## src/rtl/param_counter_pkg.sv

```systemverilog
// param_counter_pkg
//   Shared definitions for the parameterised up/down counter:
//   - mode_e        : behaviour at the count limits (wrap or saturate)
//   - DEFAULT_WIDTH : default counter width in bits
//   - DEFAULT_DIV   : default prescale ratio (enabled cycles per count step)
package param_counter_pkg;

  typedef enum logic {
    MODE_WRAP     = 1'b0,
    MODE_SATURATE = 1'b1
  } mode_e;

  localparam int DEFAULT_WIDTH = 16;
  localparam int DEFAULT_DIV   = 1;

endpackage : param_counter_pkg

```

## src/rtl/strobe_divider.sv

```systemverilog
// strobe_divider
//   Prescaler that counts 0..DIV-1 on enabled cycles and raises a
//   combinational strobe on the enabled cycle where the count is DIV-1.
//   The count returns to 0 on that same edge.
//
// Ports
//   clock   : sole clock, all state on posedge
//   reset_  : asynchronous active-low reset, discards any partial count
//   enable  : advances the count when high, holds it when low
//   clear   : synchronous clear; wins over enable and suppresses strobe
//   strobe  : high during the cycle whose posedge completes a prescale period
module strobe_divider #(
  parameter int DIV = 1
) (
  input  logic clock,
  input  logic reset_,
  input  logic enable,
  input  logic clear,
  output logic strobe
);

  // At DIV=1 a 0-bit count is impossible, so keep one bit. LAST is then 0,
  // the register never leaves 0, and strobe collapses to enable & ~clear.
  localparam int CW = (DIV > 1) ? $clog2(DIV) : 1;
  localparam logic [CW-1:0] LAST = CW'(DIV - 1);

  logic [CW-1:0] r_count;
  logic          w_at_last;

  assign w_at_last = (r_count == LAST);
  assign strobe    = enable & ~clear & w_at_last;

  // NOTE: sequential state uses non-blocking assignments so every flop
  // samples pre-edge values; the async reset sits in the sensitivity list.
  always_ff @(posedge clock or negedge reset_) begin
    if (!reset_) begin
      r_count <= '0;
    end else if (clear) begin
      r_count <= '0;
    end else if (enable) begin
      r_count <= w_at_last ? '0 : r_count + 1'b1;
    end
  end

endmodule : strobe_divider

```

## src/rtl/param_counter.sv

```systemverilog
// param_counter
//   Prescaled up/down counter with wrap or saturate behaviour at the limits.
//   One count step happens per DIV enabled cycles; load overrides everything.
//
// Parameters
//   WIDTH : counter width in bits (2..32)
//   DIV   : prescale ratio, enabled cycles per step (1..256)
//   MODE  : MODE_WRAP or MODE_SATURATE
//
// Ports
//   clock      : sole clock, all state on posedge
//   reset_     : asynchronous active-low reset
//   enable     : advances the prescaler when high, pauses it when low
//   up         : 1 increment, 0 decrement; sampled at the step edge
//   load       : synchronous load, highest priority
//   load_value : value written on load
//   counter    : registered count
//   tick       : one-cycle pulse after every edge that attempted a step
//   overflow   : one-cycle pulse after every step that wrapped or was blocked
//   at_max     : counter == all-ones (combinational)
//   at_min     : counter == 0 (combinational)
module param_counter
  import param_counter_pkg::*;
#(
  parameter int    WIDTH = DEFAULT_WIDTH,
  parameter int    DIV   = DEFAULT_DIV,
  parameter mode_e MODE  = MODE_WRAP
) (
  input  logic             clock,
  input  logic             reset_,
  input  logic             enable,
  input  logic             up,
  input  logic             load,
  input  logic [WIDTH-1:0] load_value,
  output logic [WIDTH-1:0] counter,
  output logic             tick,
  output logic             overflow,
  output logic             at_max,
  output logic             at_min
);

  logic [WIDTH-1:0] r_count;
  logic             r_tick;
  logic             r_overflow;

  logic             w_step;
  logic             w_at_limit;
  logic [WIDTH-1:0] w_next;

  // Load doubles as the prescaler clear, so a load edge is never a step edge
  // and the next step comes a full DIV enabled edges later.
  strobe_divider #(
    .DIV (DIV)
  ) u_prescaler (
    .clock  (clock),
    .reset_ (reset_),
    .enable (enable),
    .clear  (load),
    .strobe (w_step)
  );

  assign at_max = (r_count == '1);
  assign at_min = (r_count == '0);

  // NOTE: every signal written here gets a default first, so no path leaves
  // it unassigned and no latch is inferred.
  always_comb begin
    w_next     = up ? r_count + 1'b1 : r_count - 1'b1;
    w_at_limit = up ? at_max : at_min;
    // Modulo arithmetic already wraps; saturation just refuses the move.
    if (w_at_limit && (MODE == MODE_SATURATE)) begin
      w_next = r_count;
    end
  end

  always_ff @(posedge clock or negedge reset_) begin
    if (!reset_) begin
      r_count    <= '0;
      r_tick     <= 1'b0;
      r_overflow <= 1'b0;
    end else if (load) begin
      r_count    <= load_value;
      r_tick     <= 1'b0;
      r_overflow <= 1'b0;
    end else begin
      // A blocked saturating step still counts as an attempted step.
      r_tick     <= w_step;
      r_overflow <= w_step & w_at_limit;
      if (w_step) begin
        r_count <= w_next;
      end
    end
  end

  assign counter  = r_count;
  assign tick     = r_tick;
  assign overflow = r_overflow;

endmodule : param_counter

```

## config.mk

```make
export PLATFORM = sky130hd
export DESIGN_NAME = param_counter
export DESIGN_NICKNAME = d
export VERILOG_FILES = /design/src/rtl/param_counter_pkg.sv /design/src/rtl/strobe_divider.sv /design/src/rtl/param_counter.sv
export SDC_FILE = /design/constraint.sdc
export NUM_CORES = 1
export LEC_CHECK = 0
export BUFFER_PORTS_ARGS = -buffer_cell sky130_fd_sc_hd__buf_4
export CORE_ASPECT_RATIO = 1.75
export CORE_MARGIN = 8
export CORE_UTILIZATION = 45
export CTS_CLUSTER_DIAMETER = 40
export DETAILED_ROUTE_END_ITERATION = 6
export GPL_TIMING_DRIVEN = 0
export PLACE_DENSITY = 0.78
export SYNTH_ARGS = -nofsm -noshare
export SYNTH_HDL_FRONTEND = slang
export SYNTH_SLANG_ARGS = --single-unit
```

## constraint.sdc

```tcl
create_clock -name clock -period 3.73 [get_ports clock]
set_clock_uncertainty 0.2 [all_clocks]
set_input_delay 0.373 -clock clock [delete_from_list [all_inputs] [get_ports clock]]
set_output_delay 0.373 -clock clock [all_outputs]
set_load 0.05 [all_outputs]
```

Word level (Yosys, flattened, before mapping)
Cells that the tools add are included.
W data, S select, Z words.
{ "classes": {"n_reduce_logical": 3, "bitwise": 5, "add_sub_neg": 3, "n_eq_ne": 1, "mux": 9} }
{ "op_table": {"columns": ["operator", "n"], "rows": [
  ["$mux W16", 3],
  ["$add A16 B1 Y16 const B", 1],
  ["$eq A16 B16 Y1 const B", 1],
  ["$logic_not A16 Y1", 1],
  ["$sub A16 B1 Y16 const B", 1],
  ["$mux W1", 6],
  ["$reduce_bool A2 Y1", 2],
  ["$and A1 B1 Y1", 3],
  ["$not A1 Y1", 2],
  ["$add A1 B1 Y1 const B", 1]
]} }
{ "word_totals": {"reg_bits": 19, "elab_cells": 25, "inputBits": 21} }

Depth between registers and ports, before layout
Gate-level depths: netlist of run 1.
{ "depth": {"depth_word": 5, "ltp_mapped": 9, "ltp_nobuf": 9} }

Modules after synthesis
From an unflattened synthesis of run 1, not the netlist that was laid out.
{ "unflattened": {"hier_cells": 188, "area_unflattened_um2": 1636.6} }
{ "modules_own_cells": {"columns": ["module", "cells_per_inst", "seq_area_each_um2", "area_each_um2", "instances"], "rows": [
  ["param_counter", 187, 450.4, 1622.8, 1],
  ["strobe_divider", 1, 0.0, 13.8, 1]
]} }

Worst setup path after synthesis of run 1
Ideal clock, no wire load.
{ "synth_timing": {"path_kind": "reg2out", "start": "register r_count[15], in the netlist counter[15]", "end": "output port at_max", "n_path_buf": 0, "stages_incl_launch_ff": 3, "required_ns": 3.157, "t_arrival_ns": 2.448, "setup_slack_ns": 0.709, "path_cell_list": "dfrtp_1 nand4_1 nor4_1"} }
{ "synth_between": {"elab_chain_cells": 1} }
{ "synth_lines": {"columns": ["element", "line", "text"], "rows": [
  ["from (decl)", "param_counter.sv:42", "logic [WIDTH-1:0] r_count;"],
  ["from (signal assigned)", "param_counter.sv:82", "r_count <= load_value;"],
  ["from (signal assigned)", "param_counter.sv:90", "r_count <= w_next;"],
  ["$eq A16 B16 Y1", "param_counter.sv:62", "assign at_max = (r_count == '1);"],
  ["to (decl)", "param_counter.sv:38", "output logic at_max,"]
]} }
No other way between the ends.

Worst setup path after layout of run 1
{ "layout_timing": {"start": "input port up", "end": "register r_count[8], in the netlist counter[8]"} }
{ "layout_between": {"elab_chain_cells": 3} }
{ "layout_lines": {"columns": ["element", "line", "text"], "rows": [
  ["from (decl)", "param_counter.sv:32", "input logic up,"],
  ["$mux W16", "param_counter.sv:68", "w_next = up ? r_count + 1'b1 : r_count - 1'b1;"],
  ["$mux W16", "param_counter.sv:89", "if (w_step) begin"],
  ["$mux W16", "param_counter.sv:81", "end else if (load) begin"]
]} }
No other way between the ends. The select of a mux whose other input is x is not followed.
A chain may end at the register's enable or synchronous reset.

==> results of run 1 <==
==> area by class of cell <==
| type | count | share of cell area |
|---|---|---|
| Timing Repair Buffer | 40 | 0.148 |
| Multi-Input combinational cell | 158 | 0.545 |
| Tap cell | 46 | 0.0281 |
| Clock buffer | 4 | 0.0269 |
| Sequential cell | 18 | 0.220 |
| Buffer | 6 | 0.0195 |
| Inverter | 7 | 0.0128 |
==> how the worst max path moves through the flow <==
stage	startpoint	end	cells after the start
6_report	up	counter[8]	10
2_1_floorplan	counter[15]	at_max	2
3_3_place_gp	up	counter[8]	10
5_1_grt	up	counter[15]	10
3_5_place_dp	up	counter[8]	10
4_1_cts	up	counter[8]	10
==> stage by stage <==
stage / setup slack, ns / util
floorplan: 0.709 / -
global placement: 0.756 / 0.558
detailed placement: 0.713 / 0.558
CTS: 0.958 / 0.576
global route: 0.830 / 0.576
finish: 0.954 / 0.576
==> power breakdown <==
| group | leakage, nW | internal [mW] | switching [mW] |
|---|---|---|---|
| Combinational | 0.675 | 0.200 | 0.317 |
| Sequential | 0.219 | 0.225 | 0.0451 |
| Clock | 0.0288 | 0.0939 | 0.0713 |
==> flip-flops by register name (all words and copies together), names as in the netlist <==
register,flops
overflow,1
tick,1
counter,16
==> placed cells by master, fill, tap and decap left out, types with 2 or more instances in the layout <==
cell	n
buf_4	39
o21ai_0	19
dfrtp_1	18
nand2_1	15
nor2_1	15
a21oi_1	14
ha_1	14
nor4_1	7
inv_1	6
clkbuf_8	5
nor3b_1	5
mux2i_1	5
xnor2_1	5
nand4_1	4
a21o_1	4
clkbuf_1	4
nor2b_1	4
a211oi_1	3
nand3_1	3
nor3_1	3
xor2_1	3
or3_1	3
nand2b_1	2
a31oi_1	2
or4_1	2
nand3b_1	2
a21boi_0	2
==> layer usage <==
layer  global-route usage  wire length [um]  part of all wire  up-vias
li1                     -                 -                 -      792
met1                0.177              1930              0.39      814
met2                0.323              2720              0.55       54
met3               0.0176               217             0.044       10
met4               0.0574               101             0.020        0
met5                    0                 0                 0        -
==> what timing repair did <==
action                                  in CTS  in global routing
hold buffers                                 1                  0
endpoints found under the hold margin       18                  0
endpoints found under the setup margin       0                  0
==> kinds of logic after synthesis <==
kind of cell               after synthesis  share of synthesized area
adders and majority gates               15                      0.120
DFF                                     18                      0.276
and+or+nand+nor                         71                      0.235
buffers and inverters                   13                     0.0406
xor gates and xnor gates                 8                     0.0429
AOI/OAI and AO/OA                       58                      0.248
muxes                                    6                     0.0375
==> synth_stat cells (3+ instances only) <==
| cell | instances | share of area |
|---|---|---|
| nor3_1 | 3 | 0.0092 |
| ha_1 | 14 | 0.11 |
| xor2_1 | 3 | 0.016 |
| nand3_1 | 3 | 0.0092 |
| nor2_1 | 15 | 0.034 |
| o21ai_0 | 19 | 0.058 |
| dfrtp_1 | 18 | 0.28 |
| a211oi_1 | 3 | 0.014 |
| nor4_1 | 7 | 0.027 |
| nand4_1 | 4 | 0.015 |
| nor3b_1 | 5 | 0.023 |
| clkbuf_1 | 4 | 0.0092 |
| a21oi_1 | 14 | 0.043 |
| inv_1 | 6 | 0.014 |
| nor2b_1 | 4 | 0.015 |
| a21o_1 | 4 | 0.018 |
| mux2i_1 | 5 | 0.031 |
| xnor2_1 | 5 | 0.027 |
| or3_1 | 3 | 0.011 |
| nand2_1 | 15 | 0.034 |
==> results by group, run 1 <==
Status
  • Outcome: finished, final reports clean

STA
  • Highest attainable clock frequency: ~360 MHz
  • Number of hold violations in the final report: 0
  • Hold Worst Slack: 0.125 ns
  • Tmin final: around 2.8 ns
  • Slew at the pin closest to its max-slew limit: 0.636 ns
  • RSZ-0062 raised after global routing: false
  • Total negative slack: 0 ns
  • Final count of pins violating max slew: 0
  • Worst slew margin relative to its limit: 0.575
  • Endpoints failing setup: 0
  • Post-route fraction of the period consumed by the critical path: 0.744

Floorplan
  • Number of top-level pins: between 40 and 50
  • Core Area: 0.00356 mm^2
  • Full die area: 0.00589 mm^2
  • Die outline height: 95.7 um
  • Initial standard-cell utilization of the core: 0.459
  • Std cell rows: 29
  • Die width: between 60 and 70 um

Critical path
  • Largest fanout on the critical path: 17
  • Worst reg2reg path endpoint: counter[12]
  • Worst path max stage delay: around 0.47 ns
  • Cell with the largest stage delay on the worst path: inv_1
  • Worst path required time: 3.67 ns
  • Worst path buffer plus inverter count: 2
  • Worst reg2reg setup slack: around 1.0 ns
  • CP arrival: 2.71 ns
  • Critical Path, Cell by Cell: buf_4 -> inv_1 -> ha_1 -> nor2b_1 -> o21a_2 -> o21ai_4 -> a21oi_2 -> a31oi_1 -> nor4_1 -> or3_1
  • Crit Reg-Reg Startpoint: counter[0]
  • Kind of start point of the critical path: input pin
  • CP delay by family, top: compound AO/OA/AOI/OAI gates
  • Worst Reg2Reg Path Length in Cells: 9
  • Worst Path Class, Setup: input pin to flop
  • Critical Path Sink Type: flop

Placed design
  • Port buffer count: 39
  • Instance area at placement: approximately 0.002 mm^2
  • Number of cells after detailed placement: roughly 270
  • DP Wirelength: around 3800 um
  • Placer's final routability congestion estimate: 0.963

Finish
  • Area growth from synthesis to layout: 25.4%
  • Combined area of the multi-input logic cells: around 0.0011 mm^2
  • Number of nets at the end of the flow: 270
  • Ratio of cells with drive above 1 in the final layout: 0.245
  • Final standard cell count with taps included and fillers excluded: ~280
  • Finished Cell Area: ~0.0020 mm^2
  • Footprint of the flip-flops and latches: between 400 and 500 um^2
  • Number of antenna cells inserted: 0
  • Filler cells: ~360

Drt
  • ANT nets after route: 0
  • Via/cell ratio: between 5 and 6
  • Drt total wl: about 5000 um
  • 1st-iter DRT viols: 77
  • Total DRC errors in the routed layout: 0
  • Via Count: between 1,500 and 2,000
  • DR pass1 iterations: 4
  • Routed length per placed instance: roughly 18 um

Pwr
  • Leakage: approximately 0.92 nW
  • Maximum vdd drop: between 0.0003 and 0.0004 V
  • Areal power density over the cells: 465 mW/mm^2
  • Total Power: 0.952 mW

Min path
  • Count of cells along the worst hold path: 2
  • Startpoint of the lowest-slack hold path: load_value[12]
  • Hold Crit Class: input pin to flop
  • Worst-case hold path end point: counter[12]

Yosys
  • Most used flip-flop cell after synthesis: dfrtp_1
  • Average cell area after synthesis: between 8 and 9 um^2
  • Async S/R FF share, synth: 1.00
  • Net count after synthesis: between 200 and 250
  • YS warnings: 0
  • Syn Std Cell Area: around 0.0016 mm^2
  • EDFF count, synth: 0
  • Library cells used by synthesis: 50
  • Total of flip-flops plus latches after synthesis: 18
  • Sequential fraction of the synthesis area: 0.276
  • Cells after synthesis: 189

Global route
  • Vias in the first global route: 1,617
  • Pin count of the biggest net entering global routing: 19
  • Remaining global-route overflow: 0
  • Number of antenna violations at the first check in global routing: 0
  • Global-route wire length before repair: ~7600 um
  • Total track usage: 0.169

CTS
  • H-Tree Depth: 1
  • Clock tree from TritonCTS: yes
  • Clock latency of the later-clocked register in the worst-skew pair: between 0.2 and 0.3 ns
  • Number of setup buffers added after CTS: 0
  • Maximum count of clock buffers along a single path: 2
  • # clock sinks: 18
  • CTS clk-pin slew, worst paths: 0.07 ns
  • CTS Root Buffer Type: clkbuf_8
  • Total of cells resized after clock tree synthesis: 0
  • Number of clock buffers inserted by TritonCTS: 3

Flow run
  • Maximum Capacitance Violations: 0
No activity file was read; power rests on OpenSTA's default activity.
==> run 2, diff against run 1 <==
==> constraint.sdc (replaced) <==
create_clock -name clock -period 2.9 [get_ports clock]
set_clock_uncertainty 0.2 [all_clocks]
set_input_delay 0.29 -clock clock [delete_from_list [all_inputs] [get_ports clock]]
set_output_delay 0.29 -clock clock [all_outputs]
set_load 0.05 [all_outputs]
==> run 2 against run 1 <==
  * Sequential share of layout area decreased by 0.067 points
  * Routed wire length increased by 0.68%
  * Hold slack got worse by 0.086 ns
  * Largest power group unchanged
  * Flip-flop and latch count unchanged
  * Die area unchanged
  * Sequential power increased by 30%
  * Count of clock-buffer cells in the layout unchanged
  * Largest cell class unchanged
  * Core utilization increased by 0.18 points
==> results by group, run 2 (synthesis gave the netlist of run 1 again) <==
Status
  • Outcome: finished, final reports clean

Placed design
  • Placer's final routability congestion estimate: ~0.96
  • Number of cells after detailed placement: between 200 and 300
  • Pre-CTS WS: 0.0126 ns
  • DP Wirelength: about 3800 um
  • Port buffer count: 39
  • Instance area at placement: a little under 0.002 mm^2

Critical path
  • Worst reg2reg setup slack: between 0.2 and 0.25 ns
  • CP arrival: between 2 and 3 ns
  • Worst path buffer plus inverter count: 1
  • Cell with the largest stage delay on the worst path: dfrtp_1
  • Worst path required time: 2.85 ns
  • Worst path max stage delay: ~0.48 ns
  • Critical Path, Cell by Cell: inv_1 -> fa_1 -> nor2b_1 -> o21a_2 -> o21ai_4 -> a2111oi_4 -> o221ai_2 -> mux2i_1 -> a211o_1
  • Critical Path Sink Type: flop
  • Crit Reg-Reg Startpoint: counter[0]
  • CP delay by family, top: compound AO/OA/AOI/OAI gates
  • Worst reg2reg path endpoint: counter[12]
  • Largest fanout on the critical path: 7
  • Kind of start point of the critical path: flop
  • Worst Reg2Reg Path Length in Cells: 9
  • Worst Path Class, Setup: flop to flop
  • Path length in cells of the critical path: 9

Drt
  • Total DRC errors in the routed layout: 0
  • DR pass1 iterations: 4
  • Via Count: ~1,700
  • Drt total wl: ~5000 um
  • Via/cell ratio: 6.07
  • Routed length per placed instance: 17.9 um
  • ANT nets after route: 0
  • 1st-iter DRT viols: 96

CTS
  • CTS Root Buffer Type: clkbuf_8
  • Clock tree from TritonCTS: yes
  • # clock sinks: 18
  • Number of clock buffers inserted by TritonCTS: 3
  • Total of cells resized after clock tree synthesis: 0
  • Clock latency of the later-clocked register in the worst-skew pair: between 0.2 and 0.3 ns
  • Number of setup buffers added after CTS: 0
  • H-Tree Depth: 1
  • CTS clk-pin slew, worst paths: ~0.080 ns
  • Maximum count of clock buffers along a single path: 2

Global route
  • Remaining global-route overflow: 0
  • Number of antenna violations at the first check in global routing: 0
  • Global-route wire length before repair: a little under 8000 um
  • Pin count of the biggest net entering global routing: 19
  • Total track usage: 0.177
  • Vias in the first global route: roughly 1,700

Pwr
  • Leakage: 0.923 nW
  • Maximum vdd drop: around 0.00045 V
  • Areal power density over the cells: approximately 600 mW/mm^2

STA
  • Final worst setup slack: around 0.21 ns
  • Slew at the pin closest to its max-slew limit: 0.641 ns
  • Tmin final: 2.69 ns
  • Hold Worst Slack: between 0.03 and 0.04 ns
  • RSZ-0062 raised after global routing: false
  • Number of hold violations in the final report: 0
  • Total negative slack: 0 ns
  • Highest attainable clock frequency: roughly 370 MHz
  • Post-route fraction of the period consumed by the critical path: 0.927
  • Final count of pins violating max slew: 0
  • Worst slew margin relative to its limit: 0.572
  • Endpoints failing setup: 0

Floorplan
  • Std cell rows: 29
  • Die outline height: about 96 um
  • Core Area: between 0.003 and 0.004 mm^2
  • Number of top-level pins: 41
  • Die width: ~62 um
  • Initial standard-cell utilization of the core: 0.459
  • Full die area: 0.00589 mm^2

Finish
  • Ratio of cells with drive above 1 in the final layout: 0.249
  • Number of antenna cells inserted: 0
  • Final standard cell count with taps included and fillers excluded: about 280
  • Commonest cells after routing, fill and taps aside: 39 x buf_4, 19 x o21ai_0, 18 x dfrtp_1
  • Finished Cell Area: approximately 0.0021 mm^2
  • Most common cell after layout, fill and taps aside: buf_4
  • Flip-flop count of the largest register after layout: 16
  • Area growth from synthesis to layout: 25.8%
  • Number of nets at the end of the flow: 270

Min path
  • Count of cells along the worst hold path: 3
  • Startpoint of the lowest-slack hold path: load_value[1]
  • Hold Crit Class: input pin to flop
  • Worst-case hold path end point: counter[1]

Flow run
  • Maximum Capacitance Violations: 0
run 2: metal layers:
layer | track usage | wire length [um]
met1 | 0.197 | 1810
met2 | 0.308 | 2680
met3 | 0.0176 | 279
met4 | 0.0994 | 226
met5 | 0 | 0
run 2: how the worst max path moves through the flow:
stage	start	to	slack, ns
2_1_floorplan	counter[0]	counter[12]	0.09
3_3_place_gp	up	counter[8]	0.02
3_5_place_dp	up	counter[8]	0.01
4_1_cts	counter[0]	counter[12]	0.22
5_1_grt	counter[0]	counter[12]	0.09
6_report	counter[0]	counter[12]	0.21
run 2: where the power goes:
group	internal (mW)	switching, mW	leakage (nW)	total, mW
registers	0.289	0.0605	0.219	0.350
clock network	0.121	0.0922	0.0288	0.213
logic	0.257	0.407	0.675	0.664
total	0.667	0.559	0.923	1.23
run 2: metrics by stage:
step	utilization	power (mW)
after floorplan	-	0.825
after global placement	0.559	0.999
after detailed placement	0.559	1.01
after CTS	0.578	1.23
after global routing	0.578	1.30
final	0.578	1.23
run 2: worst min-delay path, stage by stage:
cell     delay, ns
buf_4         0.08
nand2_1       0.04
o21ai_0       0.05
run 2: repair_timing:
item / 4_1_cts / 5_1_grt
hold buffers: 1 / 0
setup endpoints to repair: 0 / 0
hold endpoints to repair: 18 / 0
run 2: layout make-up:
type                            count  area, um^2
Buffer                              6        40.0
Clock buffer                        4        55.1
Fill cell                         364        1500
Inverter                            7        26.3
Multi-Input combinational cell    158        1120
Sequential cell                    18         450
Tap cell                           46        57.6
Timing Repair Buffer               40         303
==> run 3, diff against run 2 <==
--- a/config.mk
+++ b/config.mk
@@ -6,7 +6,7 @@
 export NUM_CORES = 1
 export LEC_CHECK = 0
 export BUFFER_PORTS_ARGS = -buffer_cell sky130_fd_sc_hd__buf_4
-export CORE_ASPECT_RATIO = 1.75
+export CORE_ASPECT_RATIO = 1.2
 export CORE_MARGIN = 8
 export CORE_UTILIZATION = 45
 export CTS_CLUSTER_DIAMETER = 40
==> run 3 against run 2 <==
  * Core utilization about the same
  * Sequential power is essentially flat
  * Die area shrank 1.2%
  * Critical path depth is 1 higher
  * Register-to-register slack improved by 0.04 ns
  * Cell count shrank 2.5%
  * Hold slack worse by 0.0072 ns
  * Clock power rose by 2%
  * Critical path type is now input pin to flop
  * Critical endpoint is now counter[15]
  * Highest routed layer unchanged
==> results by group, run 3 (synthesis gave the netlist of run 1 again) <==
Placed design
  • DP Wirelength: 3630 um
  • Placer's final routability congestion estimate: approximately 0.9
  • Port buffer count: 39
  • Pre-CTS WS: -0.0194 ns
  • Instance area at placement: ~0.0020 mm^2

Global route
  • Global-route wire length before repair: between 7000 and 8000 um
  • Vias in the first global route: ~1,700
  • Total track usage: 0.168
  • Pin count of the biggest net entering global routing: 19
  • Number of antenna violations at the first check in global routing: 0
  • Remaining global-route overflow: 0

Critical path
  • Critical Path Sink Type: flop
  • CP arrival: 2.60 ns
  • Worst Path Class, Setup: input pin to flop
  • Kind of start point of the critical path: input pin
  • Critical path's most frequent cell: o21ai_0
  • CP delay by family, top: compound AO/OA/AOI/OAI gates
  • Critical Path, Cell by Cell: buf_4 -> inv_1 -> ha_1 -> a211oi_1 -> o21ai_0 -> nand2_1 -> o21ai_2 -> a311o_1 -> o21ai_0 -> nand3_1
  • Cell with the largest stage delay on the worst path: inv_1
  • Largest fanout on the critical path: 17
  • Worst path max stage delay: about 0.47 ns
  • Worst path required time: between 2 and 3 ns
  • Worst path buffer plus inverter count: 2

CTS
  • CTS Root Buffer Type: clkbuf_8
  • Maximum count of clock buffers along a single path: 2
  • Number of clock buffers inserted by TritonCTS: 3
  • Number of setup buffers added after CTS: 0
  • # clock sinks: 18
  • Clock latency of the later-clocked register in the worst-skew pair: 0.26 ns
  • Clock tree from TritonCTS: yes
  • H-Tree Depth: 1
  • CTS clk-pin slew, worst paths: approximately 0.08 ns

Pwr
  • Maximum vdd drop: between 0.0003 and 0.0004 V
  • Areal power density over the cells: roughly 600 mW/mm^2
  • Net switching power of the design: 0.564 mW
  • Switching part of the total: 0.458
  • Fraction of power consumed by sequential logic: 0.284
  • Logic pwr share: 0.539
  • Portion of total power attributed to the clock network: 0.177
  • Total Power: roughly 1.2 mW
  • Leakage: around 0.92 nW
  • Cell Int Power: 0.667 mW

STA
  • Worst slew margin relative to its limit: 0.576
  • Post-route fraction of the period consumed by the critical path: 0.917
  • RSZ-0062 raised after global routing: false
  • Endpoints failing setup: 0
  • Slew at the pin closest to its max-slew limit: roughly 0.64 ns
  • Total negative slack: 0 ns
  • Final count of pins violating max slew: 0
  • Final worst setup slack: approximately 0.24 ns
  • Number of hold violations in the final report: 0
  • Tmin final: roughly 2.7 ns
  • Highest attainable clock frequency: 376 MHz
  • Hold Worst Slack: approximately 0.031 ns

Floorplan
  • Std cell rows: 24
  • Number of top-level pins: slightly above 40
  • Full die area: between 0.005 and 0.006 mm^2
  • Core Area: 0.00354 mm^2
  • Die width: around 70 um
  • Die outline height: approximately 82 um
  • Initial standard-cell utilization of the core: 0.461

Status
  • Outcome: finished, final reports clean

Finish
  • Area growth from synthesis to layout: 25.3%
  • Flip-flop count of the largest register after layout: 16
  • Finished Cell Area: between 0.002 and 0.0025 mm^2
  • Number of antenna cells inserted: 0
  • Ratio of cells with drive above 1 in the final layout: 0.249
  • Most common cell after layout, fill and taps aside: buf_4
  • Commonest cells after routing, fill and taps aside: 39 x buf_4, 19 x o21ai_0, 18 x dfrtp_1
  • Number of nets at the end of the flow: 270

Drt
  • 1st-iter DRT viols: 81
  • ANT nets after route: 0
  • Routed length per placed instance: ~18 um
  • Drt total wl: roughly 4800 um
  • Via Count: ~1,700
  • DR pass1 iterations: 4
  • Via/cell ratio: about 6.1
  • Total DRC errors in the routed layout: 0

Min path
  • Hold Crit Class: input pin to flop

Flow run
  • Maximum Capacitance Violations: 0
run 3: cell counts in the layout (fill, tap and decap cells not counted):
Identical to the previous run, type by type.
run 3: final cells by class:
class                   count  area [um^2]
fillers                   343         1500
multi-input cells         158         1120
flip-flops and latches     18          450
repair buffers             40          303
clock buffers               4         55.1
well taps                  39         48.8
plain buffers               6         40.0
inverters                   7         26.3
run 3: final timing paths:
path / startpoint / endpoint / slack, ns / cells after the start
worst max-delay path: up / counter[15] / 0.24 / 10
worst min-delay path: load_value[1] / counter[1] / 0.03 / 3
worst max register to register: counter[0] / counter[12] / 0.25 / 9
worst min register to register: counter[3] / counter[3] / 0.48 / 2
max in group asynchronous: reset_ / counter[8] / 2.04 / 2
min in group asynchronous: reset_ / counter[2] / 0.26 / 2
run 3: layer usage:
| metal | up-vias | global-route usage | share of wire | routed length (um) |
|---|---|---|---|---|
| li1 | 804 | - | - | - |
| met1 | 798 | 0.192 | 0.43 | 2060 |
| met2 | 47 | 0.306 | 0.51 | 2440 |
| met3 | 11 | 0.0293 | 0.043 | 205 |
| met4 | 0 | 0.0667 | 0.016 | 78 |
| met5 | - | 0 | 0 | 0 |
run 3: power by group through the flow:
stage                     clock network [mW]  logic (mW)  registers, mW
final                                  0.218       0.664          0.349
after detailed placement                   0       0.658          0.353
after global placement                     0       0.647          0.351
after global routing                   0.228       0.720          0.356
after CTS                              0.218       0.663          0.348
after floorplan                            0       0.351          0.475
run 3: metrics by stage:
stage,utilization,std cells
floorplan,-,189
global placement,0.559,267
detailed placement,0.559,267
CTS,0.577,272
global route,0.577,272
finish,0.577,272
run 3: worst reg2reg max path: cells and delay by family (launching register included):
family | cells | cell delay, ns
AOI/OAI and AO/OA | 5 | 1.07
adders and majority gates | 1 | 0.44
buffers and inverters | 1 | 0.10
DFF | 1 | 0.48
muxes | 1 | 0.14
and+or+nand+nor | 1 | 0.12
run 3: what timing repair did:
item                                   in CTS  in global routing
hold buffers                                1                  0
resized for setup                           0                  0
endpoints found under the hold margin      18                  0
